--- src/rtl/clint_timer_if.sv ---
// AXI4-lite bundle (32-bit address and data) between a bus master and the CLINT timer.
interface axi_if;
    logic [31:0] awaddr;
    logic        awvalid;
    logic        awready;
    logic [31:0] wdata;
    logic [3:0]  wstrb;
    logic        wvalid;
    logic        wready;
    logic [1:0]  bresp;
    logic        bvalid;
    logic        bready;
    logic [31:0] araddr;
    logic        arvalid;
    logic        arready;
    logic [31:0] rdata;
    logic [1:0]  rresp;
    logic        rvalid;
    logic        rready;

    modport slave (
        input  awaddr, awvalid, wdata, wstrb, wvalid, bready, araddr, arvalid, rready,
        output awready, wready, bresp, bvalid, arready, rdata, rresp, rvalid
    );

    modport master (
        output awaddr, awvalid, wdata, wstrb, wvalid, bready, araddr, arvalid, rready,
        input  awready, wready, bresp, bvalid, arready, rdata, rresp, rvalid
    );
endinterface

--- src/rtl/clint_timer.sv ---
// RISC-V CLINT: 64-bit mtime with prescaler, per-hart mtimecmp/msip, AXI4-lite register access.
module clint_timer #(
    parameter logic [31:0] BASE_ADDR = 32'h0200_0000,
    parameter int          NHART     = 1,
    parameter int          TICK_DIV  = 1
) (
    input  logic             clk,
    input  logic             rst,
    axi_if.slave             axi,
    output logic [NHART-1:0] mtip,
    output logic [NHART-1:0] msip,
    output logic [2:0]       dbg_state
);

    // A channel transfers on a rising edge where its valid and ready are both high.
    // The slave keeps a response valid with stable payload until the master's ready.
    typedef enum logic [2:0] {
        S_IDLE       = 3'd0,
        S_RRESP      = 3'd1,
        S_WWAIT_DATA = 3'd2,
        S_WWAIT_ADDR = 3'd3,
        S_WRESP      = 3'd4
    } state_e;

    localparam logic [1:0]  K_MSIP    = 2'd0;
    localparam logic [1:0]  K_CMP     = 2'd1;
    localparam logic [1:0]  K_MTIME   = 2'd2;
    localparam logic [1:0]  RESP_OK   = 2'b00;
    localparam logic [1:0]  RESP_ERR  = 2'b10;
    localparam logic [15:0] PRESC_MAX = 16'(TICK_DIV - 1);

    typedef struct packed {
        logic       hit;
        logic [1:0] kind;
        logic [1:0] idx;
        logic       hi;
    } dec_t;

    function automatic dec_t decode(input logic [31:0] addr);
        logic [31:0] off;
        dec_t        d;
        d   = '0;
        off = addr - BASE_ADDR;
        if (off[1:0] == 2'b00) begin
            if (off < 32'(4 * NHART)) begin
                d.hit  = 1'b1;
                d.kind = K_MSIP;
                d.idx  = off[3:2];
            end else if (off >= 32'h4000 && off < 32'h4000 + 32'(8 * NHART)) begin
                d.hit  = 1'b1;
                d.kind = K_CMP;
                d.idx  = off[4:3];
                d.hi   = off[2];
            end else if (off[31:3] == 29'h17FF) begin
                d.hit  = 1'b1;
                d.kind = K_MTIME;
                d.hi   = off[2];
            end
        end
        return d;
    endfunction

    function automatic logic [31:0] merge(input logic [31:0] old, input logic [31:0] data,
                                          input logic [3:0] strb);
        logic [31:0] r;
        r = old;
        for (int b = 0; b < 4; b++) begin
            if (strb[b]) r[8*b +: 8] = data[8*b +: 8];
        end
        return r;
    endfunction

    state_e      state_q;
    logic [31:0] awaddr_q;
    logic [31:0] wdata_q;
    logic [3:0]  wstrb_q;
    logic        rvalid_q;
    logic [31:0] rdata_q;
    logic [1:0]  rresp_q;
    logic        bvalid_q;
    logic [1:0]  bresp_q;

    logic [63:0]      mtime_q, mtime_d;
    logic [15:0]      presc_q, presc_d;
    logic [63:0]      cmp_q [NHART];
    logic [63:0]      cmp_d [NHART];
    logic [NHART-1:0] msip_q, msip_d;
    logic [NHART-1:0] mtip_q, mtip_d;

    dec_t        rd_dec, wr_dec;
    logic [31:0] rd_data;
    logic        wr_en;
    logic [31:0] wr_addr, wr_data;
    logic [3:0]  wr_strb;

    // A pending read blocks AW/W acceptance so the read is served first.
    assign axi.arready = (state_q == S_IDLE);
    assign axi.awready = (state_q == S_IDLE && !axi.arvalid) || (state_q == S_WWAIT_ADDR);
    assign axi.wready  = (state_q == S_IDLE && !axi.arvalid) || (state_q == S_WWAIT_DATA);
    assign axi.rvalid  = rvalid_q;
    assign axi.rdata   = rdata_q;
    assign axi.rresp   = rresp_q;
    assign axi.bvalid  = bvalid_q;
    assign axi.bresp   = bresp_q;
    assign mtip        = mtip_q;
    assign msip        = msip_q;
    assign dbg_state   = state_q;

    always_comb begin
        rd_dec  = decode(axi.araddr);
        rd_data = '0;
        if (rd_dec.hit) begin
            unique case (rd_dec.kind)
                K_MSIP: begin
                    for (int h = 0; h < NHART; h++) begin
                        if (rd_dec.idx == 2'(h)) rd_data = {31'b0, msip_q[h]};
                    end
                end
                K_CMP: begin
                    for (int h = 0; h < NHART; h++) begin
                        if (rd_dec.idx == 2'(h)) rd_data = rd_dec.hi ? cmp_q[h][63:32] : cmp_q[h][31:0];
                    end
                end
                default: rd_data = rd_dec.hi ? mtime_q[63:32] : mtime_q[31:0];
            endcase
        end
    end

    // The write commits on the cycle the later of the AW/W handshakes completes.
    always_comb begin
        wr_en   = 1'b0;
        wr_addr = axi.awaddr;
        wr_data = axi.wdata;
        wr_strb = axi.wstrb;
        unique case (state_q)
            S_IDLE:       wr_en = !axi.arvalid && axi.awvalid && axi.wvalid;
            S_WWAIT_DATA: begin
                wr_en   = axi.wvalid;
                wr_addr = awaddr_q;
            end
            S_WWAIT_ADDR: begin
                wr_en   = axi.awvalid;
                wr_data = wdata_q;
                wr_strb = wstrb_q;
            end
            default: wr_en = 1'b0;
        endcase
        wr_dec = decode(wr_addr);
    end

    always_comb begin
        presc_d = (presc_q == PRESC_MAX) ? 16'd0 : presc_q + 16'd1;
        mtime_d = (presc_q == PRESC_MAX) ? mtime_q + 64'd1 : mtime_q;
        msip_d  = msip_q;
        cmp_d   = cmp_q;
        if (wr_en && wr_dec.hit) begin
            unique case (wr_dec.kind)
                K_MSIP: begin
                    for (int h = 0; h < NHART; h++) begin
                        if (wr_dec.idx == 2'(h) && wr_strb[0]) msip_d[h] = wr_data[0];
                    end
                end
                K_CMP: begin
                    for (int h = 0; h < NHART; h++) begin
                        if (wr_dec.idx == 2'(h)) begin
                            if (wr_dec.hi) cmp_d[h][63:32] = merge(cmp_q[h][63:32], wr_data, wr_strb);
                            else           cmp_d[h][31:0]  = merge(cmp_q[h][31:0], wr_data, wr_strb);
                        end
                    end
                end
                default: begin
                    // A software write beats the tick; the untouched word keeps its old value.
                    presc_d = 16'd0;
                    if (wr_dec.hi) mtime_d = {merge(mtime_q[63:32], wr_data, wr_strb), mtime_q[31:0]};
                    else           mtime_d = {mtime_q[63:32], merge(mtime_q[31:0], wr_data, wr_strb)};
                end
            endcase
        end
        for (int h = 0; h < NHART; h++) mtip_d[h] = (mtime_q >= cmp_q[h]);
    end

    always_ff @(posedge clk or negedge rst) begin
        if (!rst) begin
            mtime_q <= '0;
            presc_q <= '0;
            msip_q  <= '0;
            mtip_q  <= '0;
            for (int h = 0; h < NHART; h++) cmp_q[h] <= '1;
        end else begin
            mtime_q <= mtime_d;
            presc_q <= presc_d;
            msip_q  <= msip_d;
            mtip_q  <= mtip_d;
            cmp_q   <= cmp_d;
        end
    end

    always_ff @(posedge clk or negedge rst) begin
        if (!rst) begin
            state_q  <= S_IDLE;
            awaddr_q <= '0;
            wdata_q  <= '0;
            wstrb_q  <= '0;
            rvalid_q <= 1'b0;
            rdata_q  <= '0;
            rresp_q  <= RESP_OK;
            bvalid_q <= 1'b0;
            bresp_q  <= RESP_OK;
        end else begin
            unique case (state_q)
                S_IDLE: begin
                    if (axi.arvalid) begin
                        rdata_q  <= rd_data;
                        rresp_q  <= rd_dec.hit ? RESP_OK : RESP_ERR;
                        rvalid_q <= 1'b1;
                        state_q  <= S_RRESP;
                    end else if (axi.awvalid && axi.wvalid) begin
                        bresp_q  <= wr_dec.hit ? RESP_OK : RESP_ERR;
                        bvalid_q <= 1'b1;
                        state_q  <= S_WRESP;
                    end else if (axi.awvalid) begin
                        awaddr_q <= axi.awaddr;
                        state_q  <= S_WWAIT_DATA;
                    end else if (axi.wvalid) begin
                        wdata_q  <= axi.wdata;
                        wstrb_q  <= axi.wstrb;
                        state_q  <= S_WWAIT_ADDR;
                    end
                end
                S_RRESP: begin
                    if (axi.rready) begin
                        rvalid_q <= 1'b0;
                        state_q  <= S_IDLE;
                    end
                end
                S_WWAIT_DATA, S_WWAIT_ADDR: begin
                    if (wr_en) begin
                        bresp_q  <= wr_dec.hit ? RESP_OK : RESP_ERR;
                        bvalid_q <= 1'b1;
                        state_q  <= S_WRESP;
                    end
                end
                S_WRESP: begin
                    if (axi.bready) begin
                        bvalid_q <= 1'b0;
                        state_q  <= S_IDLE;
                    end
                end
                default: state_q <= S_IDLE;
            endcase
        end
    end

endmodule

--- src/flat_wrapper.sv ---
// flat-port wrapper written by rule: the top's interface ports become plain ports
module clint_timer_flat 
#(
    parameter logic [31:0] BASE_ADDR = 32'h0200_0000,
    parameter int          NHART     = 1,
    parameter int          TICK_DIV  = 1
)
  (clk, rst, mtip, msip, dbg_state, axi_awaddr, axi_awvalid, axi_wdata, axi_wstrb, axi_wvalid, axi_bready, axi_araddr, axi_arvalid, axi_rready, axi_awready, axi_wready, axi_bresp, axi_bvalid, axi_arready, axi_rdata, axi_rresp, axi_rvalid);
  axi_if axi_i ();
  input  logic clk;
  input  logic rst;
  output logic [NHART-1:0] mtip;
  output logic [NHART-1:0] msip;
  output logic [2:0] dbg_state;
  input wire logic [$bits(axi_i.awaddr)-1:0] axi_awaddr;
  input wire logic [$bits(axi_i.awvalid)-1:0] axi_awvalid;
  input wire logic [$bits(axi_i.wdata)-1:0] axi_wdata;
  input wire logic [$bits(axi_i.wstrb)-1:0] axi_wstrb;
  input wire logic [$bits(axi_i.wvalid)-1:0] axi_wvalid;
  input wire logic [$bits(axi_i.bready)-1:0] axi_bready;
  input wire logic [$bits(axi_i.araddr)-1:0] axi_araddr;
  input wire logic [$bits(axi_i.arvalid)-1:0] axi_arvalid;
  input wire logic [$bits(axi_i.rready)-1:0] axi_rready;
  output wire logic [$bits(axi_i.awready)-1:0] axi_awready;
  output wire logic [$bits(axi_i.wready)-1:0] axi_wready;
  output wire logic [$bits(axi_i.bresp)-1:0] axi_bresp;
  output wire logic [$bits(axi_i.bvalid)-1:0] axi_bvalid;
  output wire logic [$bits(axi_i.arready)-1:0] axi_arready;
  output wire logic [$bits(axi_i.rdata)-1:0] axi_rdata;
  output wire logic [$bits(axi_i.rresp)-1:0] axi_rresp;
  output wire logic [$bits(axi_i.rvalid)-1:0] axi_rvalid;
  assign axi_i.awaddr = axi_awaddr;
  assign axi_i.awvalid = axi_awvalid;
  assign axi_i.wdata = axi_wdata;
  assign axi_i.wstrb = axi_wstrb;
  assign axi_i.wvalid = axi_wvalid;
  assign axi_i.bready = axi_bready;
  assign axi_i.araddr = axi_araddr;
  assign axi_i.arvalid = axi_arvalid;
  assign axi_i.rready = axi_rready;
  assign axi_awready = axi_i.awready;
  assign axi_wready = axi_i.wready;
  assign axi_bresp = axi_i.bresp;
  assign axi_bvalid = axi_i.bvalid;
  assign axi_arready = axi_i.arready;
  assign axi_rdata = axi_i.rdata;
  assign axi_rresp = axi_i.rresp;
  assign axi_rvalid = axi_i.rvalid;
  clint_timer #(.BASE_ADDR(BASE_ADDR), .NHART(NHART), .TICK_DIV(TICK_DIV)) u_core (.clk(clk), .rst(rst), .axi(axi_i), .mtip(mtip), .msip(msip), .dbg_state(dbg_state));
endmodule
--- config.mk ---
export PLATFORM = sky130hd
export DESIGN_NAME = clint_timer_flat
export DESIGN_NICKNAME = d
export VERILOG_FILES = /design/src/rtl/clint_timer_if.sv /design/src/rtl/clint_timer.sv /design/src/flat_wrapper.sv
export SDC_FILE = /design/constraint.sdc
export NUM_CORES = 1
export LEC_CHECK = 0
export ABC_CLOCK_PERIOD_IN_PS = 4500
export BUFFER_PORTS_ARGS = -buffer_cell sky130_fd_sc_hd__buf_2
export CORE_ASPECT_RATIO = 1.75
export CORE_MARGIN = 2
export CORE_UTILIZATION = 40
export CTS_BUF_LIST = sky130_fd_sc_hd__clkbuf_8
export CTS_CLUSTER_DIAMETER = 100
export DETAILED_ROUTE_END_ITERATION = 16
export HOLD_SLACK_MARGIN = 0.02
export PLACE_DENSITY_LB_ADDON = 0.2
export SLEW_MARGIN = 15
export SYNTH_ARGS = -nofsm -noshare
export SYNTH_HDL_FRONTEND = slang
export SYNTH_SLANG_ARGS = --single-unit
--- constraint.sdc ---
create_clock -name clk -period 4.5 [get_ports clk]
set_clock_uncertainty 0.2 [all_clocks]
set_input_delay 0.45 -clock clk [delete_from_list [all_inputs] [get_ports clk]]
set_output_delay 0.45 -clock clk [all_outputs]
set_load 0.005 [all_outputs]
==> results of run 1 <==
[through the flow]
stage          setup WS, ns  instances  total power (uW)
2_1_floorplan         0.968       1589              3620
5_1_grt              0.0174       2342              6560
6_report              0.227       2342              6260
3_3_place_gp          0.504       2192              4080
4_1_cts               0.342       2341              6310
3_5_place_dp          0.369       2192              4120
[power breakdown]
part	switching (uW)	total, uW	internal (uW)
sequential	240	2850	2610
combinational	700	1280	576
clock	1000	2130	1130
[per-layer routing]
metal	GRT usage	vias up	routed length, um
li1	-	6418	-
met1	0.266	6714	18200
met2	0.481	519	27600
met3	0.0369	187	2580
met4	0.149	0	3290
met5	0	-	0
[worst max-delay path, stage by stage (launching register included)]
cell                       delay [ns]
sky130_fd_sc_hd__dfrtp_1         0.51
sky130_fd_sc_hd__nor3b_1         0.25
sky130_fd_sc_hd__buf_4           0.22
sky130_fd_sc_hd__mux2i_1         0.29
sky130_fd_sc_hd__ha_1            0.23
sky130_fd_sc_hd__nand4b_1        0.11
sky130_fd_sc_hd__nor4_1          0.47
sky130_fd_sc_hd__mux2_2          0.44
sky130_fd_sc_hd__nand2_1         0.49
sky130_fd_sc_hd__nor3_1          0.61
sky130_fd_sc_hd__a211oi_1        0.10
sky130_fd_sc_hd__a211oi_1        0.26
[registers in the layout (all words and copies together), names as in the netlist]
register,flops
u_core.dbg_state,3
u_core.mtime_q,64
u_core.awaddr_q,32
u_core.axi.rdata,32
u_core.wdata_q,32
u_core.axi.bresp,1
u_core.presc_q,16
u_core.axi.rvalid,1
u_core.cmp_q,64
u_core.axi.rresp,1
u_core.wstrb_q,4
u_core.axi.bvalid,1
u_core.mtip,1
u_core.msip,1
[cell families (layout without fill, tap and decap cells)]
logic type,count (synthesis),count (layout),synth area share
flops,253,253,0.414
compound gates,381,381,0.168
mux,191,191,0.134
fa+ha+maj,71,71,0.0574
xor+xnor,19,19,0.0108
simple gates,505,505,0.172
buf+inv,167,434,0.0429
other cells,1,3,0.000242
[cell usage after synthesis (all sizes together), types with 10 or more instances]
master	count
dfrtp	189
nand2	131
o21ai	124
mux2	111
inv	95
nor2	86
mux2i	79
ha	71
dfstp	64
a21oi	58
nand3	56
nor3	55
clkbuf	45
nand4	39
nor4	37
a211oi	35
a22oi	33
and3	32
buf	27
a221oi	15
a311oi	14
a32o	12
and2	11
and4	10
xor2	10
[layout by cell type (no fill, tap or decap), drive strengths merged, types with 56 or more instances in the layout]
cell,n
buf,190
mux2,111
dfstp,64
a21oi,58
nor2,86
inv,111
o21ai,124
ha,71
nand2,131
nand3,56
clkbuf,57
dfrtp,189
mux2i,79
dlygate4sd3,71
[path summary, 6_finish.rpt]
kind	start	end	depth (start not counted)
max in group asynchronous	rst	u_core.cmp_q[24]	3
min in group asynchronous	rst	u_core.axi.rdata[11]	2
worst max register to register	u_core.dbg_state[2]	u_core.mtime_q[37]	11
worst min register to register	u_core.cmp_q[58]	u_core.cmp_q[58]	2
worst min-delay path	axi_arvalid	u_core.axi.rvalid	3
worst max-delay path	u_core.dbg_state[2]	u_core.mtime_q[37]	11
[cell type report]
cell class | count | area share
antenna | 1 | 0.000136
tap | 485 | 0.0329
clock buffer | 57 | 0.0425
timing repair buffer | 261 | 0.0967
multi-input combinational | 1169 | 0.456
sequential | 253 | 0.348
clock inverter | 21 | 0.00461
inverter | 95 | 0.0193
[timing repair]
action | in CTS | in global routing
endpoints found under the setup margin | 0 | 2
resized for setup | 0 | 1
endpoints found under the hold margin | 154 | 0
hold buffers | 71 | 0
==> results.md, run 1 <==
- The maximum resistive drop on vdd is 346 uV.
- The first global-routing pass estimated 81,300 um of wire.
- The final layout net count is 2,000.
- The clock net in this run drives a total of 253 sinks.
- The max-cap violation count is 0.
- The number of antenna violations at the first check in global routing is 1.
- The area share of the largest cell type after synthesis is 0.306.
- The CTS tree is done.
- The critical path in this run is classified as reg -> reg.
- The number of buffers added by the clock tree synthesis step is 42.
- The detailed-route DRC error count is 0.
- Summed over all instances, the cell type with the most area after synthesis is sky130_fd_sc_hd__dfrtp_1.
- The die width is 153 um.
- The initial utilization of the core area, before any placement, comes to 0.404.
- The die outline area is 40,300 um^2.
- In the final routed layout, each cell accounts on average for 22.1 um.
- The area taken by flip-flops and latches is 6410 um^2.
- The share of the Yosys chip area taken by registers is 0.414.
- The run finished with clean final reports.
- Summed over all layers, the global routing overflow is 0.
- The final-layout setup total negative slack is 0 ns.
- The area of the core is 38,300 um^2.
- The predominant post-synthesis flop cell is sky130_fd_sc_hd__dfrtp_1.
- The worst slack on hold paths is 0.0564 ns.
- After synthesis, the netlist uses 87 different library cells.
- The number of hold-slack violations in the final timing report is 0.
- The average cell area after synthesis is 9.74 um^2.
- The critical path capture point type is a register.
- The worst-path maximum fanout is 15.
- The cell area power density is 339 nW/um^2.
- The async set-reset flop share out of synthesis is 1.00.
- Based on the critical path, the design can be clocked at up to 0.234 GHz.
- The post-layout utilization of the core is 0.482.
- Synthesis inferred 253 register bits.
- After routing the design area is 18,400 um^2.
- The leakage power is 0.00806 uW.
- The initialized floorplan defines 95 standard-cell rows.
- The clock tree buffer depth is 3.
- The combined area of the multi-input logic cells is 8420 um^2.
- Yosys printed 0 warnings.
- Measured along the y axis, the die boundary spans 264 um.
- The slack of the worst reg-to-reg path is 0.23 ns.
- The share of cells above drive strength 1 is 0.253.
- The remaining antenna violation count after routing is 0.
- The number of fill cells in the layout is 3,672.
- The buffer count from post-CTS setup fixing is 0.
- The routed via count divided by cell count is 5.91.
- At the end of routability-driven placement, the weighted congestion stood at 0.958.
- In the finished design, the share of the clock period the worst path needs comes to 0.950.
- Setup repair after global routing left no endpoint under its margin.
- The placement-stage cell area is 16,900 um^2.
- The global-route usage over all layers is 0.255.
- After detailed routing, the total wire length is 51,600 um.
- The clock reaches the later pin of the worst-skew pair after 0.58 ns.
- The worst slew margin relative to its limit is 0.192.
- Setup violations remaining at the end of the flow were counted as 0.
- The synthesized design contains 0 enable-type register cells.
- The via count of the first global-routing pass is 14,600.
- The iteration-0 DRC count of the detailed router is 834.
- The class of the tightest hold or removal check is in -> reg.
- Compared with the post-synthesis result, the final layout area differs by 19.3%.
- The count of input and output buffers is 150.
- The startpoint kind of the worst setup timing path is a register.
- Yosys attributes the largest share of cell area to sky130_fd_sc_hd__dfrtp_1 31%, sky130_fd_sc_hd__dfstp_2 11%, sky130_fd_sc_hd__mux2_2 8.1%, sky130_fd_sc_hd__ha_1 5.7%, sky130_fd_sc_hd__mux2i_1 5.0%.
- The data required time at the worst endpoint is 4.78 ns.
- The routed layout has 13,800 vias.
- The H-tree was split into 2 levels.
- The total I/O pin count is 153.
- The half-perimeter wire length after placement is 37,900 um.
- The number of detailed-route iterations in the first pass is 6.
- Clock tree synthesis selected as its root buffer the cell sky130_fd_sc_hd__clkbuf_8.
- Synthesis handed over a netlist of 1,588 instances.
- The arrival time of the worst setup path is 4.56 ns.
- The post-layout minimum cycle time is 4.27 ns.
- The number of pins with negative max-slew slack in the final report is 0.
- At the pin with the least slew margin, the transition time is 1.21 ns.
- The combined area of all synthesized cells is 15,500 um^2.
- The largest net degree at the start of global routing is 116.
- After clock tree synthesis, the clock-pin slew on the worst setup and hold paths is 0.06 ns.
No activity file was read; power rests on OpenSTA's default activity.
==> run 2, diff against run 1 <==
CTS_BUF_LIST = sky130_fd_sc_hd__clkbuf_2   (was sky130_fd_sc_hd__clkbuf_8)
==> run 2 against run 1 <==
Effect of this change:
- sequential share of layout area fell by 0.51 points
- core utilization rose by 0.72 points
- final cell count rose by 4.0%
- design area rose by 1.5%
- critical endpoint is now u_core.mtime_q[33]
- fmax barely moved
- power fell by 7.0%
- non-clock buffer count rose by 57
- clock power fell by 25%
==> results.md, run 2 (same netlist as run 1, synthesis figures left out) <==
- Commonest cells after routing, fill and taps aside: 189 x sky130_fd_sc_hd__dfrtp_1, 149 x sky130_fd_sc_hd__buf_2, 128 x sky130_fd_sc_hd__nand2_1, 127 x sky130_fd_sc_hd__dlygate4sd3_1, 122 x sky130_fd_sc_hd__o21ai_0 (was 189 x sky130_fd_sc_hd__dfrtp_1, 149 x sky130_fd_sc_hd__buf_2, 129 x sky130_fd_sc_hd__nand2_1, 122 x sky130_fd_sc_hd__o21ai_0).
- The net switching power was 1980 uW (was 1940 uW).
- The class of the tightest hold or removal check is in -> reg (unchanged).
- The worst slew margin relative to its limit is 0.216 (was 0.192).
- The post-layout minimum cycle time is 4.28 ns (was 4.27 ns).
- The die width is 153 um (unchanged).
- The CTS tree was done (unchanged).
- The buffer count from post-CTS setup fixing is 0 (unchanged).
- The remaining antenna violation count after routing was 0 (unchanged).
- The final design instance area without fill came to 18,700 um^2 (was 18,400 um^2).
- The proportion of power drawn by flip-flops and latches is 0.489 (was 0.456).
- The worst-margin pin slew came to 1.17 ns (was 1.21 ns).
- The routed via count divided by cell count is 5.87 (was 5.91).
- The fmax is 0.234 GHz (about the same).
- The final layout net count is 2,076 (was 2,000).
- The clock slew seen by the registers of the worst setup and hold paths is 0.11 ns (was 0.06 ns).
- The global-route usage over all layers is 0.262 (was 0.255).
- The cell area power density is 311 nW/um^2 (was 339 nW/um^2).
- The leakage power came to 0.00824 uW (was 0.00806 uW).
- The total wirelength of the detailed-routed design is 53,400 um (was 51,600 um).
- The clock network latency to the later pin of the worst-skew pair is 0.99 ns (was 0.58 ns).
- The buffer type at the clock tree root is sky130_fd_sc_hd__clkbuf_2 (was sky130_fd_sc_hd__clkbuf_8).
- The critical path capture point type is a register (unchanged).
- The number of placement rows is 95 (unchanged).
- The area of the core is 38,300 um^2 (unchanged).
- The clock sink total is 253 (unchanged).
- The via count of the first global-routing pass is 15,200 (was 14,600).
- The maximum resistive drop on vdd is 257 uV (was 346 uV).
- The remaining global-route overflow is 0 (unchanged).
- The logic gate share of total power came to 0.237 (was 0.204).
- The detailed-route DRC error count is 0 (unchanged).
- The arrival time of the worst setup path is 4.95 ns (was 4.56 ns).
- The share of cells above drive strength 1 is 0.263 (was 0.253).
- The number of hold-slack violations in the final timing report was 0 (unchanged).
- The die outline area came to 40,300 um^2 (unchanged).
- The number of setup violations in the final report is 0 (unchanged).
- The wire length of the first global-routing pass is 83,700 um (was 81,300 um).
- RSZ-0062 raised after global routing: false (unchanged).
- The placement-stage cell area is 16,900 um^2 (unchanged).
- The total I/O pin count is 153 (unchanged).
- The area growth from synthesis to layout was 21.1% (was 19.3%).
- The net switching fraction of the power is 0.341 (was 0.311).
- The iteration-0 DRC count of the detailed router is 794 (was 834).
- The classification of the worst setup path is reg -> reg (unchanged).
- The most frequent standard cell in the layout excluding fill and tap cells is sky130_fd_sc_hd__dfrtp_1 (unchanged).
- The share of the clock period used by the worst path is 0.950 (about the same).
- Registers with the most flip-flops: u_core.cmp_q (64), u_core.mtime_q (64) (unchanged).
- The data required time at the worst endpoint is 5.17 ns (was 4.78 ns).
- The largest net degree at the start of global routing is 84 (was 116).
- The final-layout setup total negative slack is 0 ns (unchanged).
- The startpoint kind of the worst setup timing path is a register (unchanged).
- The max-cap violation count came to 0 (unchanged).
- The clock tree buffer depth is 3 (unchanged).
- The total via count after detailed routing is 14,300 (was 13,800).
- The detailed-route wire length per cell came to 21.9 um (was 22.1 um).
- The half-perimeter wire length after placement is 37,900 um (unchanged).
- The count of input and output buffers is 150 (unchanged).
- The number of detailed-route iterations in the first pass was 5 (was 6).
- The share of total power in the clock network is 0.274 (was 0.341).
- The starting utilization of the core area is 0.404 (unchanged).
- The number of levels in the clock H-tree was 2 (unchanged).
- The worst-path maximum fanout came to 15 (unchanged).
- The die outline height is 264 um (unchanged).
- The number of antenna violations at the first check in global routing is 1 (unchanged).
- Result of the run: finished clean (unchanged).
- The routability congestion estimate is 0.958 (unchanged).
- The number of pins with negative max-slew slack in the final report is 0 (unchanged).
- The number of buffers added by the clock tree synthesis step is 61 (was 42).
- The internal power consumption is 3840 uW (was 4310 uW).
## run 2: critical path, stage by stage (launching register included)
cell	delay [ns]
sky130_fd_sc_hd__dfrtp_1	0.52
sky130_fd_sc_hd__nor3b_1	0.25
sky130_fd_sc_hd__buf_4	0.22
sky130_fd_sc_hd__mux2i_1	0.29
sky130_fd_sc_hd__ha_1	0.22
sky130_fd_sc_hd__nand4b_1	0.11
sky130_fd_sc_hd__nor4_1	0.47
sky130_fd_sc_hd__mux2_2	0.43
sky130_fd_sc_hd__nand2_1	0.50
sky130_fd_sc_hd__nor3_1	0.63
sky130_fd_sc_hd__nor3_1	0.10
sky130_fd_sc_hd__a211oi_1	0.24
## run 2: repair_timing
item                       in CTS  in global routing
hold buffers                  128                  0
gates resized for setup         0                  2
setup endpoints to repair       0                  7
hold endpoints to repair      375                  0
## run 2: path summary, 6_finish.rpt
| check | startpoint | endpoint | slack (ns) | cells after the start |
|---|---|---|---|---|
| max in group asynchronous | rst | u_core.cmp_q[56] | 2.98 | 4 |
| worst max-delay path | u_core.dbg_state[2] | u_core.mtime_q[33] | 0.22 | 11 |
| worst min-delay path | axi_wdata[16] | u_core.wdata_q[16] | 0.08 | 3 |
| worst min register to register | u_core.cmp_q[31] | u_core.cmp_q[31] | 0.29 | 2 |
| worst max register to register | u_core.dbg_state[2] | u_core.mtime_q[33] | 0.22 | 11 |
| min in group asynchronous | rst | u_core.mtime_q[60] | 0.36 | 3 |
## run 2: metal layers
metal | GRT usage | vias up | routed length (um)
met2 | 0.498 | 542 | 28700
met4 | 0.150 | 0 | 3350
met1 | 0.270 | 6944 | 18600
li1 | - | 6596 | -
met3 | 0.0397 | 209 | 2790
met5 | 0 | - | 0
## run 2: area by class of cell
cell class / count / area [um^2]
Antenna cell: 1 / 2.50
Clock buffer: 100 / 500
Clock inverter: 14 / 55.1
Fill cell: 3673 / 19600
Inverter: 95 / 357
Multi-Input combinational cell: 1169 / 8420
Sequential cell: 253 / 6410
Tap cell: 485 / 607
Timing Repair Buffer: 318 / 2370
## run 2: power by group through the flow
stage | Sequential (uW) | Combinational, uW | Clock (uW)
CTS | 2840 | 1370 | 1650
global route | 2890 | 1490 | 1780
detailed placement | 2890 | 1230 | 0
finish | 2850 | 1380 | 1590
global placement | 2860 | 1210 | 0
floorplan | 2800 | 821 | 0
## run 2: through the flow
step                      instances  utilization  hold slack, ns  setup WS [ns]  total power (uW)
final                          2435        0.489          0.0823          0.224              5820
after global placement         2192        0.441           0.271          0.504              4080
after detailed placement       2192        0.441           0.279          0.369              4120
after CTS                      2434        0.489          0.0217          0.285              5870
after floorplan                1589            -         -0.0456          0.968              3620
after global routing           2435        0.489          0.0257        0.00761              6160
